==> src/rtl/hazard_sequencer.sv <==
// Pipeline control sequencer: load-use bubbles, control-flow hold and redirect,
// and saturating stall/redirect performance counters.
module hazard_sequencer #(
  parameter int unsigned LOAD_LAT = 1,
  parameter int unsigned CW       = 16
) (
  input  logic          CLK,
  input  logic          RESET,
  input  logic          ID_VALID,
  input  logic [6:0]    ID_OP,
  input  logic [4:0]    ID_RS1,
  input  logic [4:0]    ID_RS2,
  input  logic          EX_VALID,
  input  logic [6:0]    EX_OP,
  input  logic [4:0]    EX_RD,
  input  logic          B_TAKEN,
  output logic [1:0]    PC_SEL,
  output logic          IFID_HOLD,
  output logic          IFID_FLUSH,
  output logic          IDEX_BUBBLE,
  output logic [CW-1:0] STALL_CNT,
  output logic [CW-1:0] REDIR_CNT
);

  localparam logic [6:0] OpJal    = 7'b1101111;
  localparam logic [6:0] OpJalr   = 7'b1100111;
  localparam logic [6:0] OpBranch = 7'b1100011;
  localparam logic [6:0] OpLoad   = 7'b0000011;
  localparam logic [6:0] OpLui    = 7'b0110111;
  localparam logic [6:0] OpAuipc  = 7'b0010111;
  localparam logic [6:0] OpStore  = 7'b0100011;
  localparam logic [6:0] OpOp     = 7'b0110011;

  localparam logic [1:0] PcInc4 = 2'b00;
  localparam logic [1:0] PcHold = 2'b01;
  localparam logic [1:0] PcJump = 2'b10;

  localparam logic [CW-1:0] CntMax = {CW{1'b1}};

  typedef enum logic [1:0] {StRun, StLoadStall, StCtrlWait, StRedirect} state_e;

  state_e     state_q, state_d;
  logic [2:0] bcnt_q, bcnt_d;
  logic       rs1_used, rs2_used, load_use, id_ctrl, ex_jump;

  assign rs1_used = !(ID_OP inside {OpJal, OpLui, OpAuipc});
  assign rs2_used = ID_OP inside {OpBranch, OpStore, OpOp};
  assign load_use = ID_VALID && EX_VALID && (EX_OP == OpLoad) && (EX_RD != 5'd0) &&
                    ((rs1_used && (ID_RS1 == EX_RD)) || (rs2_used && (ID_RS2 == EX_RD)));
  assign id_ctrl  = ID_OP inside {OpJal, OpJalr, OpBranch};
  assign ex_jump  = EX_VALID && ((EX_OP inside {OpJal, OpJalr}) ||
                                 ((EX_OP == OpBranch) && B_TAKEN));

  always_comb begin
    PC_SEL      = PcInc4;
    IFID_HOLD   = 1'b0;
    IFID_FLUSH  = 1'b0;
    IDEX_BUBBLE = 1'b0;
    state_d     = state_q;
    bcnt_d      = bcnt_q;
    unique case (state_q)
      StRun: begin
        if (load_use) begin
          PC_SEL      = PcHold;
          IFID_HOLD   = 1'b1;
          IDEX_BUBBLE = 1'b1;
          if (LOAD_LAT > 1) begin
            bcnt_d  = 3'(LOAD_LAT - 1);
            state_d = StLoadStall;
          end
        end else if (ID_VALID && id_ctrl) begin
          PC_SEL  = PcHold;
          state_d = StCtrlWait;
        end
      end
      StLoadStall: begin
        PC_SEL      = PcHold;
        IFID_HOLD   = 1'b1;
        IDEX_BUBBLE = 1'b1;
        bcnt_d      = bcnt_q - 3'd1;
        if (bcnt_q == 3'd1) state_d = StRun;
      end
      StCtrlWait: begin
        // The slot fetched behind the control instruction is always squashed.
        IFID_FLUSH = 1'b1;
        if (ex_jump) begin
          PC_SEL  = PcJump;
          state_d = StRedirect;
        end else begin
          state_d = StRun;
        end
      end
      StRedirect: begin
        IFID_FLUSH = 1'b1;
        state_d    = StRun;
      end
      default: state_d = StRun;
    endcase
    if (RESET) begin
      PC_SEL      = PcInc4;
      IFID_HOLD   = 1'b0;
      IFID_FLUSH  = 1'b1;
      IDEX_BUBBLE = 1'b0;
      state_d     = StRun;
      bcnt_d      = 3'd0;
    end
  end

  always_ff @(posedge CLK) begin
    if (RESET) begin
      state_q   <= StRun;
      bcnt_q    <= 3'd0;
      STALL_CNT <= '0;
      REDIR_CNT <= '0;
    end else begin
      state_q <= state_d;
      bcnt_q  <= bcnt_d;
      if ((PC_SEL == PcHold) && (STALL_CNT != CntMax)) STALL_CNT <= STALL_CNT + CW'(1);
      if ((PC_SEL == PcJump) && (REDIR_CNT != CntMax)) REDIR_CNT <= REDIR_CNT + CW'(1);
    end
  end

endmodule

==> config.mk <==
export PLATFORM = sky130hd
export DESIGN_NAME = hazard_sequencer
export DESIGN_NICKNAME = d
export VERILOG_FILES = /design/src/rtl/hazard_sequencer.sv
export SDC_FILE = /design/constraint.sdc
export NUM_CORES = 1
export LEC_CHECK = 0
export BUFFER_PORTS_ARGS = -buffer_cell sky130_fd_sc_hd__buf_2
export CELL_PAD_IN_SITES_DETAIL_PLACEMENT = 1
export CELL_PAD_IN_SITES_GLOBAL_PLACEMENT = 1
export CORE_ASPECT_RATIO = 0.6
export CORE_UTILIZATION = 36
export DETAILED_ROUTE_END_ITERATION = 12
export GPL_TIMING_DRIVEN = 0
export HOLD_SLACK_MARGIN = 0.02
export PLACE_DENSITY_LB_ADDON = 0.05
export SYNTH_ARGS = -nofsm -noshare
export SYNTH_HDL_FRONTEND = slang
export SYNTH_SLANG_ARGS = --single-unit
==> constraint.sdc <==
create_clock -name CLK -period 2.5 [get_ports CLK]
set_input_delay 0.125 -clock CLK [delete_from_list [all_inputs] [get_ports CLK]]
set_output_delay 0.125 -clock CLK [all_outputs]
set_load 0.05 [all_outputs]
==> out/qor.txt <==
Status - finished, final reports clean
Post-Synth Adder-Cell Area - 2.42%
Max frequency - 0.456 GHz
Clock transition at path regs - 70 ps
Post-synthesis simple-gate area fraction - 29.9%
Multi-input gate area - 0.00125 mm2
Power per cell area - 427 mW/mm2
Combinational share of power - 8.2%
Worst-Margin Slew - 526 ps
Routed WL per cell - 14.5 um
# Post-CTS Setup Buffers - 0
Die W - 99.9 um
Placed cell areas - 0.00251 mm2
Most numerous cell in the Yosys netlist - nor2_1
Final Util - 49.3%
Fraction of registers with async set/reset - 0%
Port-buffer cells - 70
Latest clock arrival within the worst-skew pair - 290 ps
Starting density of the core - 39.2%
Most used DFF post-synth - dfxtp_1
Post-cts hold buffer count - 0
Worst min path class - in2reg
Fraction of layout cells with a size suffix above 1 - 28.3%
Num ports - 71
Setup CP Type - reg2reg
Iteration-0 DRC Markers - 42
Yosys reg bits - 37
Setup crit start kind - flop
Register area - 741 um2
1st-pass router iterations - 4
P_int - 848 uW
Layout Skew - 8.34 ps
Final Cell Area - 0.00261 mm2
Final hold vios - 0
CTS Buf Count - 5
Tmin final - 2190 ps
EDFF count, synth - 0
Worst Path Arrival - 2360 ps
HPWL after DPL - 4.45 mm
CP max FO - 8
FF-to-FF setup slack - 310 ps
RSZ-0062 raised after global routing - false
# diodes - 0
Filler instances - 687
Nets - 356
Gr usage total - 19.9%
Rows - 20
VDD IR max - 0.186 mV
Max_cap viols - 0
Sw frac - 23.7%
DR DRC count - 0
Largest net degree at the start of global routing - 12
Clock Power Share - 38.8%
WL final - 5.74 mm
Syn Inst Count - 241
Synth top area cells - dfxtp_1 36%, nor2_1 7.1%, xor2_1 5.9%
Multiplexer area fraction after synthesis - 4.66%
Initial antenna violation count - 0
Setup violators final - 0
Largest family of logic cells by synthesized area - simple AND/OR/NAND/NOR gates
Synth top area share - 35.8%
Global-route wire length before repair - 9.23 mm
Height of the die - 60.7 um
Vias in the first global route - 1899
Post-Syn Area - 0.00207 mm2
Slew Limit Headroom - 64.8%
Final hold slack - 346 ps
Tcrit/Tclk final - 87.7%
Root buf cell - clkbuf_8
CTS tree - done
Compound-Gate Fraction of Synth Area - 12.2%
Die area - 0.00606 mm2
Sink Count - 37
Area Growth Syn to Fin - 26.0%
Yosys cell types - 45
Core ar. - 0.00528 mm2
Xor/xnor share of the synthesized area - 11.4%
RePlAce Congestion - 0.736
DRT antenna net count - 0
P_sw - 263 uW
Gr ovfl total - 0
Fin Setup TNS - 0 ps
Bufs on Longest Clock Path - 2
Seq/Total Area, Yosys - 35.8%
Sequential power share - 53.0%
Syn Nets - 279
Worst EP required - 2670 ps
Post-cts sizing count - 0
Fin. max-slew vios - 0
H-tree depth - 2
Warnings, synthesis - 0
Crit end category - flop
Via-to-Cell Ratio - 5.00
Commonest cells in the netlist - 39 x nor2_1, 37 x dfxtp_1, 14 x nand4_1, 14 x xor2_1
Cell taking the most area after synthesis - dfxtp_1
Static Leak - 0.00112 uW
Syn_area_per_cell - 8.58 um2
DR vias - 1974
layer usage:
layer  global-route usage [%]  vias to the layer above  wire [um]
li1                         -                     1003          -
met1                     28.3                      925       3080
met2                     30.7                       41       2370
met3                     4.49                        5        249
met4                     5.04                        0         38
met5                        0                        -          0
power by group through the flow:
stage | Clock [uW] | Combinational, uW | Sequential (uW)
after floorplan | 0 | 44.8 | 603
after global placement | 0 | 89.2 | 603
after detailed placement | 0 | 90.9 | 603
after CTS | 446 | 91.5 | 589
after global routing | 469 | 101 | 589
final | 431 | 90.9 | 589
critical path: stages, from the launching register on:
cell and delay (ps):
dfxtp_1 450, nand3_1 160, nor2_2 270, nand3_1 160, nor3_1 390, a211oi_4 140
nand4_1 150, mux2_1 360
area by class of cell:
cell class | instances | area share (%)
Buffer | 8 | 1.59
Clock buffer | 6 | 3.17
Clock inverter | 1 | 0.288
Inverter | 9 | 1.30
Multi-Input combinational cell | 187 | 48.1
Sequential cell | 37 | 28.4
Tap cell | 77 | 3.70
Timing Repair Buffer | 70 | 13.4
placed cells by master (no fill, tap or decap), types with 2 or more instances in the layout:
cell and count:
buf_2 70, nor2_1 39, dfxtp_1 37, nand4_1 14, xor2_1 14, xnor2_1 13, nand3_1 13, nand2_1 12
nor2b_1 9, a21oi_1 9, inv_1 8, and3_1 7, nand2b_1 6, clkbuf_8 6, clkbuf_1 5, mux2_1 5
and4_1 4, mux2i_1 4, ha_1 4, nand3b_1 3, a31o_1 3, nand4b_1 2, nor3_1 2, a211oi_1 2
nor2_2 2, a31o_2 2, a41o_1 2
metrics by stage:
step                power, uW  instances  setup slack [ps]
floorplan                 648        241               196
global placement          692        388               431
detailed placement        694        388               363
CTS                      1130        395               306
global route             1160        395               212
finish                   1110        395               308
logic make-up (layout without fill, tap and decap cells):
group	after synthesis	in the layout
flip-flops	37	37
multiplexers	9	9
buffers and inverters	17	94
adder cells (fa/ha/maj)	4	4
AO/OA/AOI/OAI	29	29
XOR/XNOR	27	27
AND/OR/NAND/NOR	118	118
final timing paths:
| check | startpoint | endpoint | cells after the start |
|---|---|---|---|
| hold reg to reg | bcnt_q[2] | bcnt_q[2] | 2 |
| hold / removal | ID_VALID | state_q[1] | 4 |
| setup reg to reg | STALL_CNT[2] | STALL_CNT[7] | 7 |
| setup / recovery | STALL_CNT[2] | STALL_CNT[7] | 7 |
flip-flops by register name, summed over array words and instances (netlist names):
signal     cells
bcnt_q         3
STALL_CNT     16
REDIR_CNT     16
state_q        2
Note: power is estimated with default switching activity, not from simulation.
